--- src/rtl/pkt_buffer_pkg.sv ---
// Shared definitions for the packet buffer: default geometry and the
// receive/hold state encoding used by the control FSM.
package pkt_buffer_pkg;

    localparam int DEF_ADDR_W = 8;
    localparam int DEF_DATA_W = 8;

    typedef enum logic [1:0] {
        IDLE = 2'd0,
        RECV = 2'd1,
        HOLD = 2'd2,
        DROP = 2'd3
    } pkt_state_t;

endpackage

--- src/rtl/pkt_buffer_ram.sv ---
// Byte storage for one packet: one write port, one registered read port.
// No reset on the array or the read register so it maps onto block RAM.
module pkt_ram #(
    parameter int ADDR_W = 8,
    parameter int DATA_W = 8
) (
    input  logic              i_clk,
    input  logic              i_we,
    input  logic [ADDR_W-1:0] i_waddr,
    input  logic [DATA_W-1:0] i_wdata,
    input  logic              i_re,
    input  logic [ADDR_W-1:0] i_raddr,
    output logic [DATA_W-1:0] o_rdata
);

    logic [DATA_W-1:0] r_mem [0:(2**ADDR_W)-1];
    logic [DATA_W-1:0] r_rdata;

    // Synchronous write and registered read (read-before-write on a collision).
    always_ff @(posedge i_clk) begin
        if (i_we) begin
            r_mem[i_waddr] <= i_wdata;
        end
        if (i_re) begin
            r_rdata <= r_mem[i_raddr];
        end
    end

    assign o_rdata = r_rdata;

endmodule

--- src/rtl/pkt_buffer.sv ---
// Single-packet buffer: captures one inbound packet, holds it for random
// byte loads by the filter datapath, and drops packets larger than the store.
module pkt_buffer
    import pkt_buffer_pkg::*;
#(
    parameter int ADDR_W = DEF_ADDR_W,
    parameter int DATA_W = DEF_DATA_W
) (
    input  logic              iCLOCK,
    input  logic              iRESET,
    input  logic [DATA_W-1:0] iRX_DATA,
    input  logic              iRX_VALID,
    input  logic              iRX_LAST,
    output logic              oRX_READY,
    input  logic              iRD_REQ,
    input  logic [ADDR_W-1:0] iRD_ADDR,
    output logic [DATA_W-1:0] oRD_DATA,
    output logic              oRD_VALID,
    output logic              oRD_ERR,
    output logic [ADDR_W:0]   oPKT_LEN,
    output logic              oPKT_READY,
    input  logic              iPKT_RELEASE,
    output logic              oOVERFLOW
);

    // Pointer constants sized to the byte counter (one bit wider than an address).
    localparam logic [ADDR_W:0] PTR_ZERO = '0;
    localparam logic [ADDR_W:0] PTR_ONE  = {{ADDR_W{1'b0}}, 1'b1};
    localparam logic [ADDR_W:0] PTR_FULL = {1'b1, {ADDR_W{1'b0}}};

    pkt_state_t        r_state;
    pkt_state_t        w_state_next;
    logic [ADDR_W:0]   r_wr_ptr;
    logic [ADDR_W:0]   w_wr_ptr_next;
    logic [ADDR_W:0]   r_pkt_len;
    logic [ADDR_W:0]   w_pkt_len_next;
    logic              w_rx_ready;
    logic              w_accept;
    logic              w_we;
    logic              w_overflow;
    logic              w_rd_in_bounds;
    logic              r_rd_valid;
    logic              r_rd_err;
    logic [DATA_W-1:0] r_rd_hold;
    logic [DATA_W-1:0] w_ram_q;
    logic [DATA_W-1:0] w_rd_data;

    // Ready is gated by reset so nothing is accepted while iRESET is high.
    assign w_rx_ready = !iRESET && (r_state != HOLD);
    assign w_accept   = iRX_VALID && w_rx_ready;

    // State, write pointer and held length; reset discards any partial packet.
    always_ff @(posedge iCLOCK or posedge iRESET) begin
        if (iRESET) begin
            r_state   <= IDLE;
            r_wr_ptr  <= PTR_ZERO;
            r_pkt_len <= PTR_ZERO;
        end else begin
            r_state   <= w_state_next;
            r_wr_ptr  <= w_wr_ptr_next;
            r_pkt_len <= w_pkt_len_next;
        end
    end

    // Next-state, pointer and write-enable decode; overflow pulses in the
    // same cycle the final byte of an oversized packet is consumed.
    always_comb begin
        w_state_next   = r_state;
        w_wr_ptr_next  = r_wr_ptr;
        w_pkt_len_next = r_pkt_len;
        w_we           = 1'b0;
        w_overflow     = 1'b0;
        case (r_state)
            IDLE: begin
                if (w_accept) begin
                    w_we          = 1'b1;
                    w_wr_ptr_next = PTR_ONE;
                    if (iRX_LAST) begin
                        w_state_next   = HOLD;
                        w_pkt_len_next = PTR_ONE;
                    end else begin
                        w_state_next = RECV;
                    end
                end
            end
            RECV: begin
                if (w_accept) begin
                    if (r_wr_ptr == PTR_FULL) begin
                        // Store already full: this byte cannot fit.
                        if (iRX_LAST) begin
                            w_state_next  = IDLE;
                            w_wr_ptr_next = PTR_ZERO;
                            w_overflow    = 1'b1;
                        end else begin
                            w_state_next = DROP;
                        end
                    end else begin
                        w_we          = 1'b1;
                        w_wr_ptr_next = r_wr_ptr + PTR_ONE;
                        if (iRX_LAST) begin
                            w_state_next   = HOLD;
                            w_pkt_len_next = r_wr_ptr + PTR_ONE;
                        end
                    end
                end
            end
            HOLD: begin
                if (iPKT_RELEASE) begin
                    w_state_next   = IDLE;
                    w_wr_ptr_next  = PTR_ZERO;
                    w_pkt_len_next = PTR_ZERO;
                end
            end
            DROP: begin
                if (w_accept && iRX_LAST) begin
                    w_state_next  = IDLE;
                    w_wr_ptr_next = PTR_ZERO;
                    w_overflow    = 1'b1;
                end
            end
            default: begin
                w_state_next  = IDLE;
                w_wr_ptr_next = PTR_ZERO;
            end
        endcase
    end

    // A load is only serviced from a held packet and within its length;
    // it sees the packet as it stands this cycle, even if released now.
    assign w_rd_in_bounds = (r_state == HOLD) && ({1'b0, iRD_ADDR} < r_pkt_len);

    pkt_ram #(
        .ADDR_W (ADDR_W),
        .DATA_W (DATA_W)
    ) u_ram (
        .i_clk   (iCLOCK),
        .i_we    (w_we),
        .i_waddr (r_wr_ptr[ADDR_W-1:0]),
        .i_wdata (iRX_DATA),
        .i_re    (iRD_REQ),
        .i_raddr (iRD_ADDR),
        .o_rdata (w_ram_q)
    );

    // Error loads return zero; between loads the last returned byte is held.
    assign w_rd_data = r_rd_valid ? (r_rd_err ? '0 : w_ram_q) : r_rd_hold;

    // Load response pipeline: one-cycle valid pulse plus held-data register.
    always_ff @(posedge iCLOCK or posedge iRESET) begin
        if (iRESET) begin
            r_rd_valid <= 1'b0;
            r_rd_err   <= 1'b0;
            r_rd_hold  <= '0;
        end else begin
            r_rd_valid <= iRD_REQ;
            r_rd_err   <= iRD_REQ && !w_rd_in_bounds;
            if (r_rd_valid) begin
                r_rd_hold <= w_rd_data;
            end
        end
    end

    assign oRX_READY  = w_rx_ready;
    assign oRD_DATA   = w_rd_data;
    assign oRD_VALID  = r_rd_valid;
    assign oRD_ERR    = r_rd_err;
    assign oPKT_LEN   = r_pkt_len;
    assign oPKT_READY = (r_state == HOLD);
    assign oOVERFLOW  = w_overflow;

endmodule

--- config.mk ---
export PLATFORM = sky130hd
export DESIGN_NAME = pkt_buffer
export DESIGN_NICKNAME = d
export VERILOG_FILES = /design/src/rtl/pkt_buffer_pkg.sv /design/src/rtl/pkt_buffer_ram.sv /design/src/rtl/pkt_buffer.sv
export SDC_FILE = /design/constraint.sdc
export NUM_CORES = 2
export LEC_CHECK = 0
export ABC_AREA = 1
export CAP_MARGIN = 10
export CORE_ASPECT_RATIO = 0.75
export CORE_MARGIN = 2
export CORE_UTILIZATION = 40
export DETAILED_ROUTE_END_ITERATION = 6
export MAX_ROUTING_LAYER = met4
export PLACE_DENSITY_LB_ADDON = 0.08
export SYNTH_ARGS = -nofsm -noshare
export SYNTH_HDL_FRONTEND = slang
export SYNTH_SLANG_ARGS = --single-unit
--- constraint.sdc ---
create_clock -name iCLOCK -period 2.75 [get_ports iCLOCK]
set_input_delay 0.55 -clock iCLOCK [delete_from_list [all_inputs] [get_ports iCLOCK]]
set_output_delay 0.55 -clock iCLOCK [all_outputs]
set_load 0.1 [all_outputs]
==> out/results.ini <==
[run_status]
outcome=complete, but fails checks
violations=negative setup slack

[logic_synthesis]
synth.distinct_cells=35
seq_area_frac_synth=0.7355
ys.warnings.count=0
syn-num-nets=7211
ys_ff_latch=2086
syn_area_um2=84970
syn_inst=7174
syn_avg_cell_area_um2=11.84

[critical_path]
r2r_slack_ns=0.06
setup.worst_path.class=flop to output port
crit_arrival_ns=2.26
crit_fanout=5
critPathRequiredTime_ns=2.20
start_kind=flop
worstSetupEndpointType=output port

[die]
coreArea_um2=211200
std_cell_rows=146
die_w_um=536.2
pin_count=44
die_area_um2=216200
die-height_um=403.1
start_util=0.4023

[timing]
setup_viol=1
rsz0062_at_grt=yes
finalHoldViolations=0
slew_headroom=0.2340
layout_setup_ws_ns=-0.05726
post-route-min-period_ns=2.807
period_share=1.021
maxSlewViolCount=0
fin_worst_skew_ns=0.07148
finalSetupTns_ns=-0.05726
fmax_mhz=356.2
worst_pin_slew_ns=1.145

[cts]
root_buffer=clkbuf_16
h-tree-depth=4
clockBufferDepth=4
path_clk_slew_ns=0.06
clkLatencyLatePin_ns=0.87
cts_tree=yes
cts_buffers=216
cts_num_sinks=2086

[global_route]
grt_pass1_vias=55420
grt_max_degree=90
track_usage=0.2553
antenna_found_initial=13
overflow=0
grt_pass1_wl_mm=391.1

[detailed_routing]
wirelength_mm=270.2
drc_errors=0
wl_per_cell_um=25.24
num_vias=57840
via_per_inst=5.402
drtIter0Drc=6693
firstDrtPassIters=7
ant_nets=0

[layout]
nets=7765
final_util=0.4856
final_cell_mix=nand2_1 (2130), edfxtp_1 (2056), nand3_1 (2029)
synthToLayoutAreaGrowth_pct=20.69
drive_gt1_frac=0.1631
final_common_cell=nand2_1

[placed_design]
dp_hpwl_mm=169.6
place.gp.congestion=0.8564
numPortBuffers=43

[hold_path]
hold_path.class=primary input to flop

[run]
max_cap_violations=0

[power_and_ir_drop]
power_density_nw_per_um2=676.0
ir_drop_mv=0.5158
power.leakage_uw=0.03662

-- sequential cells by signal (all words and copies together), names as in the netlist --
register       cells
u_ram.o_rdata      8
u_ram.r_mem     2048
oPKT_LEN           9
r_rd_hold          8
r_wr_ptr           9
oRD_VALID          1
r_state            2
oRD_ERR            1
-- Yosys cell counts --
| cell type | number | share of area |
|---|---|---|
| nand4_1 | 1 | 0.000074 |
| buf_4 | 17 | 0.0015 |
| o2111ai_1 | 1 | 0.00010 |
| o31ai_1 | 2 | 0.00018 |
| buf_2 | 292 | 0.017 |
| nor3_4 | 1 | 0.00019 |
| nand3_1 | 2036 | 0.12 |
| a31oi_1 | 1 | 0.000074 |
| nand3_2 | 2 | 0.00024 |
| o22ai_1 | 15 | 0.0011 |
| nand2_2 | 5 | 0.00037 |
| nand3_4 | 3 | 0.00062 |
| inv_1 | 55 | 0.0024 |
| nor4_1 | 2 | 0.00015 |
| nand2_1 | 2137 | 0.094 |
| edfxtp_1 | 2056 | 0.73 |
| o21ai_0 | 25 | 0.0015 |
| nor2_1 | 276 | 0.012 |
| nor2_4 | 1 | 0.00013 |
| inv_4 | 1 | 0.000074 |
| nor3_1 | 2 | 0.00012 |
| dfrtp_1 | 30 | 0.0088 |
| buf_6 | 4 | 0.00053 |
| inv_2 | 3 | 0.00013 |
| buf_1 | 40 | 0.0018 |
| nand3b_1 | 1 | 0.000088 |
| clkbuf_1 | 134 | 0.0059 |
| o21ai_2 | 1 | 0.00010 |
| xor2_1 | 4 | 0.00041 |
| o211ai_1 | 1 | 0.000088 |
| a21boi_1 | 1 | 0.000088 |
| nor3_2 | 1 | 0.00012 |
| a21oi_1 | 5 | 0.00029 |
| ha_1 | 15 | 0.0022 |
| nor2_2 | 3 | 0.00022 |
-- logic make-up (layout without fill, tap and decap cells) --
| family | Yosys count | after routing | share of synthesized area |
|---|---|---|---|
| XOR/XNOR | 4 | 4 | 0.0004123 |
| flip-flops | 2086 | 2086 | 0.7355 |
| adder cells (fa/ha/maj) | 15 | 15 | 0.002209 |
| AND/OR/NAND/NOR | 4471 | 4471 | 0.2288 |
| buffers and inverters | 546 | 1263 | 0.02956 |
| AO/OA/AOI/OAI | 52 | 52 | 0.003505 |
| other | 0 | 3 | 0 |
-- path summary, 6_finish.rpt --
check,endpoint,from,cells past startpoint
max,oOVERFLOW,r_wr_ptr[4]$_DFFE_PP0P_,6
min,u_ram.r_mem[179][7]$_DFFE_PP_,iRX_DATA[7],1
max reg2reg,u_ram.r_mem[234][6]$_DFFE_PP_,r_wr_ptr[1]$_DFFE_PP0P_,13
min reg2reg,r_rd_hold[5]$_DFFE_PP0P_,r_rd_hold[5]$_DFFE_PP0P_,2
max in group asynchronous,oRD_VALID$_DFF_PP0_,iRESET,3
min in group asynchronous,oPKT_LEN[6]$_DFFE_PP0P_,iRESET,3
-- layer usage --
layer	routed length (um)	up-vias	GRT usage
met3	24600	395	0.05709
met2	113300	2290	0.3505
met5	0	-	-
met1	124900	28510	0.3797
li1	-	26640	-
met4	7428	0	0.06753
-- critical path, cell delays in order, from the launching register on --
cell	delay, ns
dfrtp_2	0.43
nor2_4	0.16
nand2_4	0.11
nor3_4	0.23
nand2_2	0.10
a21oi_4	0.18
buf_12	0.19
-- what timing repair did --
item	CTS	global route
setup endpoints to repair	49	108
buffers inserted	3	12
resized for setup	10	8
hold buffers	0	0
pin swaps	2	7
-- metrics by stage --
| stage | setup slack [ns] | instances | hold WS (ns) | total power [uW] | cell area, um2 |
|---|---|---|---|---|---|
| floorplan | -0.2626 | 7174 | 0.4801 | 38600 | 85370 |
| global placement | -0.4548 | 10310 | 0.5058 | 41920 | 95800 |
| detailed placement | -0.4343 | 10310 | 0.5181 | 41910 | 95800 |
| CTS | -0.1758 | 10690 | 0.05054 | 69850 | 102400 |
| global route | -0.1455 | 10710 | 0.06384 | 71550 | 102500 |
| finish | -0.05726 | 10710 | 0.09087 | 69320 | 102500 |
-- cell type report --
cell class,count,area (um2)
Antenna cell,3,7.507
Clock buffer,265,5684
Clock inverter,116,874.6
Fill cell,18980,108600
Inverter,59,255.2
Multi-Input combinational cell,4542,20470
Sequential cell,2086,62500
Tap cell,2812,3518
Timing Repair Buffer,823,9245
-- report_power, final --
group / internal [uW] / switching (uW) / total (uW) / leakage, uW
Sequential: 35000 / 81.1 / 35100 / 0.0189
Combinational: 1750 / 4460 / 6220 / 0.0145
Clock: 15800 / 12300 / 28000 / 0.00320
Total: 52500 / 16800 / 69300 / 0.0366
(Power assumes the default switching activity.)
